==> src/rtl/dwa_pkg.sv <==
// Shared constants and derivation helpers for the DWA encoder and its rotator.
package dwa_pkg;

   localparam int IN_W_DEF = 4;

   function automatic int n_elem_f(input int in_w);
      return 1 << in_w;
   endfunction

   function automatic int pw_f(input int in_w);
      return in_w;
   endfunction

   // Offset that maps the signed modulator code onto an unsigned element count.
   function automatic int mid_f(input int in_w);
      return 1 << (in_w - 1);
   endfunction

   localparam int MID_OFFSET = mid_f(IN_W_DEF);

endpackage

==> src/rtl/therm_rotate.sv <==
// Combinational k-length thermometer mask, barrel-rotated to start at the pointer
// (forward) or to end just below it (backward), via a double-width shift.
module therm_rotate
   import dwa_pkg::*;
#(
   parameter int N  = n_elem_f(IN_W_DEF),
   parameter int PW = pw_f(IN_W_DEF)
) (
   input  logic [PW-1:0] k,
   input  logic [PW-1:0] ptr,
   input  logic          bwd,
   output logic [N-1:0]  mask_out
);

   logic [N-1:0]   mask;
   logic [PW-1:0]  sh;
   logic [2*N-1:0] dbl;

   // NOTE: every signal driven here is assigned on every path, so no latch is inferred.
   always_comb begin
      mask     = (N'(1) << k) - N'(1);
      sh       = bwd ? (ptr - k) : ptr;
      dbl      = {mask, mask} << sh;
      mask_out = dbl[2*N-1:N];
   end

endmodule

==> src/rtl/dwa_encoder.sv <==
// Data-weighted-averaging encoder: signed modulator code -> rotating unit-element enables.
// Define DWA_BIDIR_EN to alternate rotation direction on every valid sample.
module dwa_encoder
   import dwa_pkg::*;
#(
   parameter  int IN_W   = IN_W_DEF,
   localparam int N_ELEM = n_elem_f(IN_W),
   localparam int PW     = pw_f(IN_W)
) (
   input  logic                   clk,
   input  logic                   rst,
   input  logic signed [IN_W-1:0] din,
   input  logic                   din_valid,
   input  logic                   mute,
   output logic [N_ELEM-1:0]      elem_out,
   output logic                   dout_valid,
   output logic [PW-1:0]          ptr_out
);

   localparam logic [PW-1:0] MID_K = PW'(mid_f(IN_W));

   logic [PW-1:0]     ptr;
   logic [PW-1:0]     k;
   logic [PW-1:0]     ptr_nxt;
   logic [N_ELEM-1:0] mask;
   logic              dir_bwd;

   // Mute substitutes mid-scale but still advances the pointer.
   assign k = mute ? MID_K : ($unsigned(din) + MID_K);

`ifdef DWA_BIDIR_EN
   always_ff @(posedge clk or posedge rst) begin
      if (rst)            dir_bwd <= 1'b0;
      else if (din_valid) dir_bwd <= ~dir_bwd;
   end
`else
   assign dir_bwd = 1'b0;
`endif

   assign ptr_nxt = dir_bwd ? (ptr - k) : (ptr + k);

   therm_rotate #(
      .N  (N_ELEM),
      .PW (PW)
   ) u_therm_rotate (
      .k        (k),
      .ptr      (ptr),
      .bwd      (dir_bwd),
      .mask_out (mask)
   );

   // NOTE: sequential state uses non-blocking assignments so all registers update together.
   always_ff @(posedge clk or posedge rst) begin
      if (rst) begin
         elem_out   <= '0;
         ptr        <= '0;
         dout_valid <= 1'b0;
      end else begin
         dout_valid <= din_valid;
         if (din_valid) begin
            elem_out <= mask;
            ptr      <= ptr_nxt;
         end
      end
   end

   assign ptr_out = ptr;

endmodule

==> config.mk <==
export PLATFORM = sky130hd
export DESIGN_NAME = dwa_encoder
export DESIGN_NICKNAME = d
export VERILOG_FILES = /design/src/rtl/dwa_pkg.sv /design/src/rtl/therm_rotate.sv /design/src/rtl/dwa_encoder.sv
export SDC_FILE = /design/constraint.sdc
export NUM_CORES = 1
export LEC_CHECK = 0
export CELL_PAD_IN_SITES_DETAIL_PLACEMENT = 2
export CELL_PAD_IN_SITES_GLOBAL_PLACEMENT = 2
export CORE_ASPECT_RATIO = 1.4
export CORE_MARGIN = 4
export CORE_UTILIZATION = 34
export CTS_BUF_LIST = sky130_fd_sc_hd__clkbuf_8
export DETAILED_ROUTE_END_ITERATION = 10
export PLACE_DENSITY_LB_ADDON = 0.1
export SLEW_MARGIN = 20
export SYNTH_ARGS = -nofsm -noshare
export SYNTH_HDL_FRONTEND = slang
export SYNTH_SLANG_ARGS = --single-unit
==> constraint.sdc <==
create_clock -name clk -period 2.45 [get_ports clk]
set_input_delay 0.49 -clock clk [delete_from_list [all_inputs] [get_ports clk]]
set_output_delay 0.49 -clock clk [all_outputs]
set_load 0.05 [all_outputs]
==> results.py, run 1 <==
metrics = {
    "timing": {
        "layout_min_cycle_time_ns": 2.401,
        "rsz0062_at_grt": "yes",
        "hold_ws_ns": 0.4935,
        "relSlewSlack": 0.6172,
        "slew_violations": 0,
        "hold_viol_final": 0,
        "setup_ws_ns": 0.04904,
        "setup_viol": 0,
        "finClkSkew_ns": 0.004549,
        "max_freq_mhz": 416.5,
        "tightest_slew_ns": 0.5742,
        "fin_tns_setup_ns": 0,
        "fin_crit_sh": 0.9800,
    },
    "logic_synthesis": {
        "avgSynthCellArea_um2": 8.081,
        "async_flop_share": 1.000,
        "ys_types": 65,
        "synth_top_area_cell": "dfrtp_1",
        "synth_nets": 277,
        "yosysTopAreaCellShare": 0.2463,
        "ys_seq_elements": 21,
        "synthCells": 264,
        "synthFlopType": "dfrtp_1",
        "syn_area_um2": 2133,
        "synth_edf_count": 0,
        "synth_warnings": 0,
        "yosysSeqAreaShare": 0.2463,
        "synth_area_leaders": "dfrtp_1 25%, o221ai_1 4.1%, nand2_1 3.9%, nor2_1 3.9%, mux2i_1 3.3%",
    },
    "global_route": {
        "met1_usage": 0.2786,
        "grt.overflow.total": 0,
        "grt_pass1_wl_mm": 13.91,
        "met2_usage": 0.4550,
        "track_usage": 0.2382,
        "first_global_vias": 2534,
        "grt_max_degree": 22,
        "use_met3": 0.009930,
        "antenna_found_initial": 0,
        "grt.busiest_layer": "met2",
    },
    "cts": {
        "cts_sinks": 21,
        "clkTransAtPathRegs_ns": 0.08,
        "cts-buffers-inserted": 3,
        "clkLatencyLatePin_ns": 0.26,
        "root_buffer": "clkbuf_8",
        "cts_tree": "built",
        "h-tree-depth": 1,
        "clockBufferDepth": 2,
        "ctsHoldBuffers": 0,
    },
    "placement": {
        "place_area_um2": 2773,
        "hpwl_mm": 6.735,
        "pre_cts_ws_ns": -0.6909,
        "place_inst": 386,
        "gp_congestion": 0.8951,
        "io_buffers": 28,
    },
    "die": {
        "core_um2": 5987,
        "die-area_um2": 7624,
        "die_width_um": 74.95,
        "start_util": 0.3563,
        "ioPinCount": 29,
        "die_y_um": 101.7,
        "rows": 33,
    },
    "critical_path": {
        "start_kind": "input pin",
        "crit_family": "simple AND/OR/NAND/NOR gates",
        "crit_required_ns": 2.62,
        "cp_max_fo": 8,
        "r2r_start": "ptr_out[1]",
        "path_buf_inv": 1,
        "criticalPathCategory": "input pin to flop",
        "crit_path_top_delay_cell": "or4b_1",
        "r2r_cells": 6,
        "worstPathArrival_ns": 2.57,
        "r2r_slack_ns": 0.18,
        "critPathCaptureType": "flop",
        "max_stage_delay_ns": 0.47,
        "rr_endpoint": "elem_out[1]",
        "crit_chain": "buf_8 > nor4b_4 > nand2_2 > ha_4 > or4b_1 > a21o_1 > a211oi_2 > a311o_2 > mux2i_1 > o221ai_1",
    },
    "detailed_routing": {
        "drt_iter0_drc": 105,
        "routed-via-count": 2379,
        "wire_per_inst_um": 22.25,
        "routed_wl_mm": 8.810,
        "firstDrtPassIters": 4,
        "drc": 0,
        "antenna_left": 0,
        "viasPerCell": 6.008,
    },
    "pwr": {
        "p_switching_mw": 1.796,
        "pwr-share-comb": 0.739,
        "power.total_mw": 3.329,
        "power.internal_mw": 1.533,
        "p_leak_nw": 1.229,
        "power_frac_clock": 0.068,
        "swShare": 0.5395,
        "ir_drop_mv": 0.4416,
        "power_density_nw_per_um2": 1141,
        "power_frac_seq": 0.192,
    },
    "layout": {
        "final_core_utilization": 0.4871,
        "fin_area_um2": 2917,
        "diodes": 0,
        "multiInputGateArea_um2": 1536,
        "layout.nets": 340,
        "area_delta_synth_final_pct": 36.72,
        "final_layout_size_suffix_gt1_frac": 0.3129,
        "final-seq-area_um2": 525.5,
        "num-fill-cells": 693,
        "final_cells": 396,
    },
    "hold_path": {
        "hold_start": "elem_out[12]",
        "hold_class": "flop to flop",
        "min_to": "elem_out[12]",
        "hold_path_depth": 1,
    },
    "status": {
        "run_status": "finished, final reports clean",
    },
    "run": {
        "maxCapViolCount": 0,
    },
}
[area by class of cell]
cell class	instances	area share
clock buffer	3	0.01416
timing repair buffer	83	0.2321
clock inverter	1	0.001287
tap	70	0.03003
multi-input combinational	207	0.5268
sequential	21	0.1802
inverter	11	0.01544
[power by group through the flow]
stage / Combinational (mW) / Sequential [mW] / Clock [mW]
after floorplan: 1.03 / 1.15 / 0
after global placement: 2.28 / 0.630 / 0
after detailed placement: 2.35 / 0.644 / 0
after CTS: 2.39 / 0.637 / 0.231
after global routing: 2.64 / 0.668 / 0.246
final: 2.46 / 0.641 / 0.227
[state kept, by name (all words and copies together), names as in the netlist]
name        cells
ptr_out         4
dout_valid      1
elem_out       16
[layout by cell type (no fill, tap or decap), types with 3 or more instances in the layout]
cell type,count
ha_1,3
o221ai_1,8
clkdlybuf4s50_1,20
buf_4,58
nor2b_1,5
a21oi_1,12
nor2_1,21
o21ai_0,10
nand2b_1,7
a22o_1,4
inv_1,10
dfrtp_1,21
nand2_1,21
a211oi_2,5
a31oi_1,3
xnor2_1,4
mux2i_1,6
clkbuf_8,3
o22ai_1,4
or3_1,3
o21ai_1,3
nand3_1,11
nand4_1,5
a21o_1,5
o221a_2,3
o221ai_2,3
or2_2,3
[worst max path at each step]
stage,start,end,cells past startpoint
2_1_floorplan,mute,elem_out[9],11
6_report,din[0],elem_out[5],10
4_1_cts,din[1],elem_out[9],10
3_5_place_dp,mute,elem_out[13],11
3_3_place_gp,mute,elem_out[6],11
5_1_grt,din[0],elem_out[5],10
[layer usage]
| metal | vias to the layer above | wire, µm |
|---|---|---|
| met5 | - | 0 |
| met4 | 0 | 255 |
| met3 | 16 | 193 |
| met2 | 46 | 4877 |
| met1 | 1195 | 3484 |
| li1 | 1122 | - |
[logic make-up after synthesis]
family	after synthesis	synth area share
AOI/OAI and AO/OA	84	0.3073
xor gates and xnor gates	4	0.01642
adders and majority gates	5	0.03285
buffers and inverters	36	0.08270
DFF	21	0.2463
muxes	8	0.03812
and+or+nand+nor	106	0.2763
[timing repair]
item                       CTS  global route
setup buffers                2             4
resized for setup           29             8
setup endpoints to repair   17            13
cloned                       0             0
pin swaps                    8             9
[synthesized netlist by cell type, types with 2 or more instances]
cell type	n
a211oi_1	4
a211oi_2	3
a21o_1	5
a21oi_1	13
a221o_1	2
a221oi_1	2
a22o_1	4
a31oi_1	4
and2_1	3
and3_1	2
buf_2	12
buf_6	3
clkbuf_1	9
dfrtp_1	21
ha_1	4
inv_1	10
mux2i_1	7
nand2_1	22
nand2b_1	7
nand3_1	12
nand4_1	5
nor2_1	22
nor2b_1	7
nor3_1	2
nor3b_1	2
nor4b_1	3
o2111ai_1	2
o21ai_0	12
o221a_2	3
o221ai_1	10
o22ai_1	4
or2_2	3
or3_1	3
or3b_1	2
or4_1	2
xnor2_1	4
(Power assumes the default switching activity.)
==> run 2: changes to the inputs <==
Settings changed: CAP_MARGIN from default to 20.
==> results of run 2 <==
The final DEF is identical to that of run 1; final timing and power are the same.
==> run 3: changes to the inputs <==
Settings changed: RECOVER_POWER from default to 50.
==> run 3 against run 2 <==
Compared with the run above:
- clock-buffer cell count stayed put
- cell area fell by 0.51%
- combinational power hardly changed
- largest power group unchanged
- global-route usage unchanged
- cell count did not move
- core utilization is 0.25 points lower
- highest routed layer unchanged
- sequential share of layout area increased by 0.093 points
- maximum frequency about the same
- first-iteration DRC count is the same
- die area unchanged
- largest cell class unchanged
- total power shrank 0.83%
==> results.py, run 3 (same netlist as run 1, synthesis figures left out) <==
metrics = {
    "global_route": {
        "grt_pass1_wl_mm": 13.91,
        "track_usage": 0.2382,
        "grt_max_degree": 22,
        "antenna_found_initial": 0,
        "first_global_vias": 2534,
        "grt.overflow.total": 0,
    },
    "die": {
        "die-area_um2": 7624,
        "ioPinCount": 29,
        "core_um2": 5987,
        "die_y_um": 101.7,
        "rows": 33,
        "die_width_um": 74.95,
        "start_util": 0.3563,
    },
    "cts": {
        "cts-buffers-inserted": 3,
        "clkTransAtPathRegs_ns": 0.08,
        "cts_tree": "built",
        "cts_sinks": 21,
        "root_buffer": "clkbuf_8",
        "clkLatencyLatePin_ns": 0.26,
        "ctsHoldBuffers": 0,
        "clockBufferDepth": 2,
        "h-tree-depth": 1,
    },
    "timing": {
        "max_freq_mhz": 416.3,
        "fin_crit_sh": 0.9804,
        "setup_ws_ns": 0.04793,
        "relSlewSlack": 0.2119,
        "fin_tns_setup_ns": 0,
        "slew_violations": 0,
        "rsz0062_at_grt": "yes",
        "tightest_slew_ns": 1.182,
        "setup_viol": 0,
        "hold_ws_ns": 0.4931,
        "finClkSkew_ns": 0.004461,
        "hold_viol_final": 0,
        "layout_min_cycle_time_ns": 2.402,
    },
    "placement": {
        "gp_congestion": 0.8951,
        "hpwl_mm": 6.735,
        "pre_cts_ws_ns": -0.6909,
        "place_inst": 386,
        "io_buffers": 28,
    },
    "detailed_routing": {
        "viasPerCell": 6.003,
        "firstDrtPassIters": 4,
        "wire_per_inst_um": 22.27,
        "antenna_left": 0,
        "routed-via-count": 2377,
        "drc": 0,
        "drt_iter0_drc": 105,
        "routed_wl_mm": 8.818,
    },
    "hold_path": {
        "min_to": "elem_out[12]",
        "hold_class": "flop to flop",
        "hold_path_depth": 1,
        "hold_start": "elem_out[12]",
    },
    "critical_path": {
        "critPathCaptureType": "flop",
        "crit_chain": "buf_8 > nor4b_4 > nand2_2 > ha_4 > or4b_1 > a21o_1 > a211oi_2 > a311o_2 > mux2i_1 > o221ai_1",
        "max_stage_delay_ns": 0.47,
        "start_kind": "input pin",
        "crit_path_top_delay_cell": "or4b_1",
        "rr_endpoint": "elem_out[1]",
        "crit_family": "simple AND/OR/NAND/NOR gates",
        "worstPathArrival_ns": 2.57,
        "cp_max_fo": 8,
        "crit_required_ns": 2.62,
        "path_buf_inv": 1,
        "r2r_slack_ns": 0.18,
        "criticalPathCategory": "input pin to flop",
        "r2r_cells": 6,
        "r2r_start": "ptr_out[1]",
    },
    "layout": {
        "largest_register_ffs": 16,
        "final_cell_mix": "54 x buf_4, 21 x nor2_1, 21 x nand2_1, 21 x dfrtp_1, 15 x clkdlybuf4s50_1",
        "final_layout_size_suffix_gt1_frac": 0.3006,
        "layout.nets": 340,
        "top_register": "elem_out",
        "layout_commonest_cell": "buf_4",
        "area_delta_synth_final_pct": 36.01,
        "final_cells": 396,
        "diodes": 0,
    },
    "pwr": {
        "p_leak_nw": 1.218,
        "power_density_nw_per_um2": 1138,
        "ir_drop_mv": 0.4199,
    },
    "run": {
        "maxCapViolCount": 0,
    },
    "status": {
        "run_status": "finished, final reports clean",
    },
}
[run 3: changes by cell type in the layout (fill, tap and decap cells not counted), sizes merged]
cell | before | now
clkdlybuf4s50 | 20 | 15
dlygate4sd3 | 0 | 5
buf | 62 | 58
clkbuf | 4 | 8
[run 3: layout make-up]
class	instances	area, µm²
fill	694	3085
multi-input combinational	207	1536
timing repair buffer	83	661.9
sequential	21	525.5
tap	70	87.58
inverter	11	45.04
clock buffer	3	41.29
clock inverter	1	3.754
[run 3: stage by stage]
stage	instance area, µm²	utilization	power, mW
floorplan	2200	-	2.177
global placement	2773	0.4631	2.913
detailed placement	2773	0.4631	2.993
CTS	2858	0.4773	3.253
global route	2902	0.4846	3.522
finish	2902	0.4846	3.301
[run 3: power breakdown]
group	switching [mW]	leakage (nW)	internal, mW
Clock	0.115	0.0269	0.112
Combinational	1.54	0.939	0.892
Sequential	0.136	0.252	0.503
[run 3: per-layer routing]
metal / GRT usage / part of all wire
met4: 0.06575 / 0.029
met3: 0.009930 / 0.020
met1: 0.2786 / 0.39
met5: 0 / 0
met2: 0.4550 / 0.56
[run 3: worst max path at each step]
stage,from,to,slack (ns),depth (start not counted)
after global placement,mute,elem_out[6],-0.58,11
after global routing,din[0],elem_out[5],-0.07,10
after CTS,din[1],elem_out[9],0.01,10
after detailed placement,mute,elem_out[13],-0.69,11
final,din[0],elem_out[5],0.05,10
after floorplan,mute,elem_out[9],-0.19,11
[run 3: repair_timing]
action                                  4_1_cts  5_1_grt
pin swaps                                     8        9
gates cloned                                  0        0
endpoints found under the hold margin         0        0
endpoints found under the setup margin       17       13
buffers inserted                              2        4
gates resized for setup                      29        8
